$ cat src/rtl/bsg_fifo_credit_pkg.sv
// Shared types and sizing helpers for the credit-based FIFO egress block.
package bsg_fifo_credit_pkg;

  typedef enum logic [1:0] {
    RUN  = 2'd0,
    HALT = 2'd1,
    IDLE = 2'd2
  } state_e;

  // Counter must hold every value from 0 up to and including the full credit count.
  function automatic int credit_cnt_width(input int credits);
    return $clog2(credits + 1);
  endfunction

  localparam int default_credits_lp   = 4;
  localparam int default_cnt_width_lp = credit_cnt_width(default_credits_lp);

endpackage

$ cat src/rtl/bsg_credit_counter.sv
// Saturating up/down credit counter that reloads to max_p and flags returns beyond max_p.
module bsg_credit_counter #(
  parameter int max_p   = 4,
  parameter int width_p = 3
) (
  input  logic               clk_i,
  input  logic               reset_n_i,
  input  logic               inc_i,
  input  logic               dec_i,
  output logic [width_p-1:0] cnt_o,
  output logic               overflow_o
);

  localparam logic [width_p-1:0] max_lp = width_p'(max_p);

  // A lone return at full count is a protocol error: hold the count, latch the flag.
  always_ff @(posedge clk_i or negedge reset_n_i) begin
    if (!reset_n_i) begin
      cnt_o      <= max_lp;
      overflow_o <= 1'b0;
    end else if (inc_i && !dec_i) begin
      if (cnt_o == max_lp) overflow_o <= 1'b1;
      else                 cnt_o      <= cnt_o + 1'b1;
    end else if (dec_i && !inc_i && (cnt_o != '0)) begin
      cnt_o <= cnt_o - 1'b1;
    end
  end

endmodule

$ cat src/rtl/bsg_fifo_credit_egress.sv
// Pops a valid/yumi FIFO onto a registered credit-flow-controlled link, with drain/quiesce.
module bsg_fifo_credit_egress
  import bsg_fifo_credit_pkg::*;
#(
  parameter  int width_p      = 8,
  parameter  int credits_p    = 4,
  localparam int cnt_width_lp = credit_cnt_width(credits_p)
) (
  input  logic                    clk_i,
  input  logic                    reset_n_i,
  input  logic                    v_i,
  input  logic [width_p-1:0]      data_i,
  output logic                    yumi_o,
  output logic                    link_v_o,
  output logic [width_p-1:0]      link_data_o,
  input  logic                    credit_i,
  input  logic                    drain_i,
  output logic                    idle_o,
  output logic [cnt_width_lp-1:0] credits_o,
  output logic                    credit_err_o
);

  localparam logic [cnt_width_lp-1:0] full_lp = cnt_width_lp'(credits_p);

  logic [1:0] rst_sync_r;
  logic       rst_n;
  state_e     state_r;

  // Reset asserts asynchronously but releases only on a clock edge.
  always_ff @(posedge clk_i or negedge reset_n_i) begin
    if (!reset_n_i) rst_sync_r <= '0;
    else            rst_sync_r <= {rst_sync_r[0], 1'b1};
  end

  assign rst_n = rst_sync_r[1];

  // Drain blocks pops in the same cycle it is raised, before the FSM leaves RUN.
  assign yumi_o = v_i & (credits_o != '0) & (state_r == RUN) & ~drain_i & rst_n;

  bsg_credit_counter #(
    .max_p   (credits_p),
    .width_p (cnt_width_lp)
  ) credit_counter (
    .clk_i      (clk_i),
    .reset_n_i  (rst_n),
    .inc_i      (credit_i),
    .dec_i      (yumi_o),
    .cnt_o      (credits_o),
    .overflow_o (credit_err_o)
  );

  always_ff @(posedge clk_i or negedge rst_n) begin
    if (!rst_n) begin
      state_r <= RUN;
      idle_o  <= 1'b0;
    end else begin
      unique case (state_r)
        RUN: begin
          if (drain_i) state_r <= HALT;
        end
        HALT: begin
          if (!drain_i) begin
            state_r <= RUN;
          end else if ((credits_o == full_lp) && !link_v_o) begin
            state_r <= IDLE;
            idle_o  <= 1'b1;
          end
        end
        IDLE: begin
          if (!drain_i) begin
            state_r <= RUN;
            idle_o  <= 1'b0;
          end
        end
        default: begin
          state_r <= RUN;
          idle_o  <= 1'b0;
        end
      endcase
    end
  end

  always_ff @(posedge clk_i or negedge rst_n) begin
    if (!rst_n) begin
      link_v_o    <= 1'b0;
      link_data_o <= '0;
    end else begin
      link_v_o <= yumi_o;
      if (yumi_o) link_data_o <= data_i;
    end
  end

endmodule
$ cat config.mk
export PLATFORM = sky130hd
export DESIGN_NAME = bsg_fifo_credit_egress
export DESIGN_NICKNAME = d
export VERILOG_FILES = /design/src/rtl/bsg_fifo_credit_pkg.sv /design/src/rtl/bsg_credit_counter.sv /design/src/rtl/bsg_fifo_credit_egress.sv
export SDC_FILE = /design/constraint.sdc
export NUM_CORES = 1
export LEC_CHECK = 0
export CORE_MARGIN = 3
export CORE_UTILIZATION = 47
export CTS_CLUSTER_DIAMETER = 100
export DETAILED_ROUTE_END_ITERATION = 8
export PLACE_DENSITY = 0.89
export SLEW_MARGIN = 20
export SYNTH_ARGS = -nofsm -noshare
export SYNTH_HDL_FRONTEND = slang
export SYNTH_SLANG_ARGS = --single-unit
$ cat constraint.sdc
create_clock -name clk_i -period 2.65 [get_ports clk_i]
set_input_delay 0.53 -clock clk_i [delete_from_list [all_inputs] [get_ports clk_i]]
set_output_delay 0.53 -clock clk_i [all_outputs]
set_load 0.01 [all_outputs]
==> results.toml <==
[outcome]
outcome = "finished clean"

[sta]
min_period_ns = 2.296
setup_viol = 0
finalClockSkew_ns = 0.005933
hold_violations = 0
rsz0062_at_grt = "no"
tns_ns = 0
timing.final.crit_share = 0.8664
max_clock_freq_mhz = 435.5
drv_slew = 0
fin_hold_ws_ns = 0.2310
worst_pin_slew_ns = 0.5628
slew_headroom = 0.6195

[pwr]
internal_power_w = 0.0008314
power_switching_w = 0.0004202
p_seq_frac = 0.381
pwr-share-clk = 0.135
combPwrFrac = 0.484
power.density_mw_per_mm2 = 1046
sw_frac_of_total = 0.3357
p_leak_nw = 0.5220
ir_drop_uv = 610.3

[grt]
grt.total_usage = 0.1856
grt-ovfl-total = 0
antenna_found_initial = 0
first_global_vias = 713
grt_max_degree = 17
grt_pass1_wl_um = 2904

[job]
maxCapViolations = 0

[setup_path]
slowest_stage = "clkdlybuf4s50_1"
timing.rr.end = "credit_counter.cnt_o[1]$_DFFE_PN0P_"
start_kind = "input port"
r2r_cells = 7
cp_max_fo = 3
rrSetupSlack_ns = 0.50
worst-setup-path-type = "input port to register"
worstSetupEndpointType = "register"
timing.rr.start = "state_r[1]$_DFFE_PN0P_"
slowest_delay_ns = 0.42
worstPathArrival_ns = 2.49
cp.required_ns = 2.84
crit_path_cell_trace = "clkdlybuf4s50_1 > or3_1 > a211oi_4 > nand2b_1 > fa_1 > nor3b_1 > a21oi_1 > a2bb2oi_1"

[floorplanning]
io_pins = 28
die_area_mm2 = 0.002290
die_x_um = 47.86
core_area_mm2 = 0.001577
start_util = 0.5222
rows = 14
die_y_um = 47.86

[synthesis]
ys.flop_type = "dfrtp_1"
ys_warn_count = 0
synth_top_area_frac = 0.5167
yosysUniqueCellTypes = 31
synth_seq_cells = 18
synth_largest_area_cell = "dfrtp_1"
ys_seq_area_frac = 0.5486
ys_async_sr_fraction = 1.000
synthCells = 70
syn-num-nets = 84
avgSynthCellArea_um2 = 11.76
netlist_area_um2 = 823.3
synth_area_leaders = "dfrtp_1 (52%), mux2_2 (11%), dfstp_2 (3.2%)"
synth-edff-count = 0

[placed_design]
hpwl_um = 1362
placed_cells = 118
place.gp.congestion = 0.8398
portBuffers = 27

[final_layout]
layoutNonFillerInstCount = 122
drive_gt1_frac = 0.2075
antenna_cells = 0
nFillCells = 110
nets = 121
area_growth_pct = 45.29

[clocking]
numCtsBuffers = 3
cts_buffer_depth = 2
h-tree-depth = 1
clk_latency_ns = 0.30
cts_tree = "yes"
clk_pin_slew_ns = 0.10
clock-root-buffer = "clkbuf_4"
cts_hold_buffers = 0
clock_sinks = 18

[drt]
drcViolationCount = 0
drt-total-wl_um = 1722
dr.first_iter.drc_count = 12
dr_total_vias = 683
antenna_left = 0
wire_per_inst_um = 14.11
dr.pass1.iters = 4
vias_per_cell = 5.598

[hold_path]
hp-class = "register to async pin"
## state kept, by name, summed over array words and instances, names as in the netlist
register                   cells
rst_sync_r                     2
credit_counter.overflow_o      1
credit_counter.cnt_o           3
state_r                        2
idle_o                         1
link_v_o                       1
link_data_o                    8
## per-layer routing
metal	global-route usage	routed length, um	vias to the layer above	share of wire
met2	0.3008	801	32	0.47
met3	0.04887	143	6	0.083
met5	0	0	-	0
li1	-	-	321	-
met4	0.1129	43	0	0.025
met1	0.2180	734	324	0.43
## power by group through the flow
| stage | Clock, W | Sequential [W] | Combinational, W |
|---|---|---|---|
| 2_1_floorplan | 0 | 0.000521 | 0.000253 |
| 3_3_place_gp | 0 | 0.000476 | 0.000589 |
| 3_5_place_dp | 0 | 0.000485 | 0.000605 |
| 4_1_cts | 0.000173 | 0.000479 | 0.000609 |
| 5_1_grt | 0.000181 | 0.000496 | 0.000662 |
| 6_report | 0.000169 | 0.000477 | 0.000606 |
## synthesized netlist by cell type, types with 2 or more instances
library cell,n
a2bb2oi_1,3
nand2_1,4
nor3_1,2
dfrtp_1,17
inv_1,3
mux2_2,8
nor2_1,6
a21oi_1,3
nor3b_1,2
## layout by cell type (no fill, tap or decap), types with 2 or more instances in the layout
cell and count:
inv_1 3, nor3_1 2, nor3b_1 2, dfrtp_1 17
nor2_1 6, a2bb2oi_1 3, clkbuf_4 3, clkdlybuf4s50_1 26
mux2_2 8, nand2_1 4, a21oi_1 3, buf_4 7
## worst max path at each step
| stage | from | to | slack [ns] | cells after the start |
|---|---|---|---|---|
| detailed placement | drain_i | credit_counter.cnt_o[1]$_DFFE_PN0P_ | 0.02 | 8 |
| CTS | drain_i | yumi_o | 0.02 | 4 |
| global route | drain_i | credit_counter.cnt_o[1]$_DFFE_PN0P_ | 0.28 | 8 |
| global placement | drain_i | yumi_o | 0.05 | 4 |
| floorplan | rst_sync_r[1]$_DFF_PN0_ | credit_counter.cnt_o[1]$_DFFE_PN0P_ | 0.15 | 7 |
| finish | drain_i | credit_counter.cnt_o[1]$_DFFE_PN0P_ | 0.35 | 8 |
## what timing repair did
action / in CTS / in global routing
endpoints found under the setup margin: 0 / 1
resized for setup: 0 / 1
setup buffers: 0 / 0
## area by class of cell
| cell class | instances | area, um2 | share of cell area |
|---|---|---|---|
| multi-input cells | 47 | 351.6 | 0.2939 |
| flip-flops and latches | 18 | 451.7 | 0.3776 |
| well taps | 16 | 20.02 | 0.01674 |
| clock buffers | 4 | 36.28 | 0.03033 |
| inverters | 3 | 11.26 | 0.009414 |
| repair buffers | 34 | 325.3 | 0.2720 |
## critical path: cells and delay by family
| kind | cells | cell delay [ns] |
|---|---|---|
| AO/OA/AOI/OAI | 3 | 0.44 |
| AND/OR/NAND/NOR | 3 | 0.68 |
| adder cells (fa/ha/maj) | 1 | 0.42 |
| buffers and inverters | 1 | 0.42 |
## logic make-up (layout without fill, tap and decap cells)
logic type / count (synthesis) / in the layout / synth area share
AOI/OAI and AO/OA: 14 / 14 / 0.1353
xor gates and xnor gates: 1 / 1 / 0.01064
adders and majority gates: 1 / 1 / 0.02432
buffers and inverters: 5 / 41 / 0.02430
DFF: 18 / 18 / 0.5486
muxes: 9 / 9 / 0.1216
other: 1 / 1 / 0.004555
and+or+nand+nor: 21 / 21 / 0.1307
## per-stage QoR
step	setup WS, ns	util	area (um2)	total power, W
2_1_floorplan	0.1539	-	823.3	0.0007734
3_3_place_gp	0.04930	0.7341	1157	0.001065
3_5_place_dp	0.01722	0.7341	1157	0.001090
4_1_cts	0.02022	0.7571	1194	0.001262
5_1_grt	0.2780	0.7587	1196	0.001339
6_report	0.3540	0.7587	1196	0.001252
Note: power is estimated with default switching activity, not from simulation.
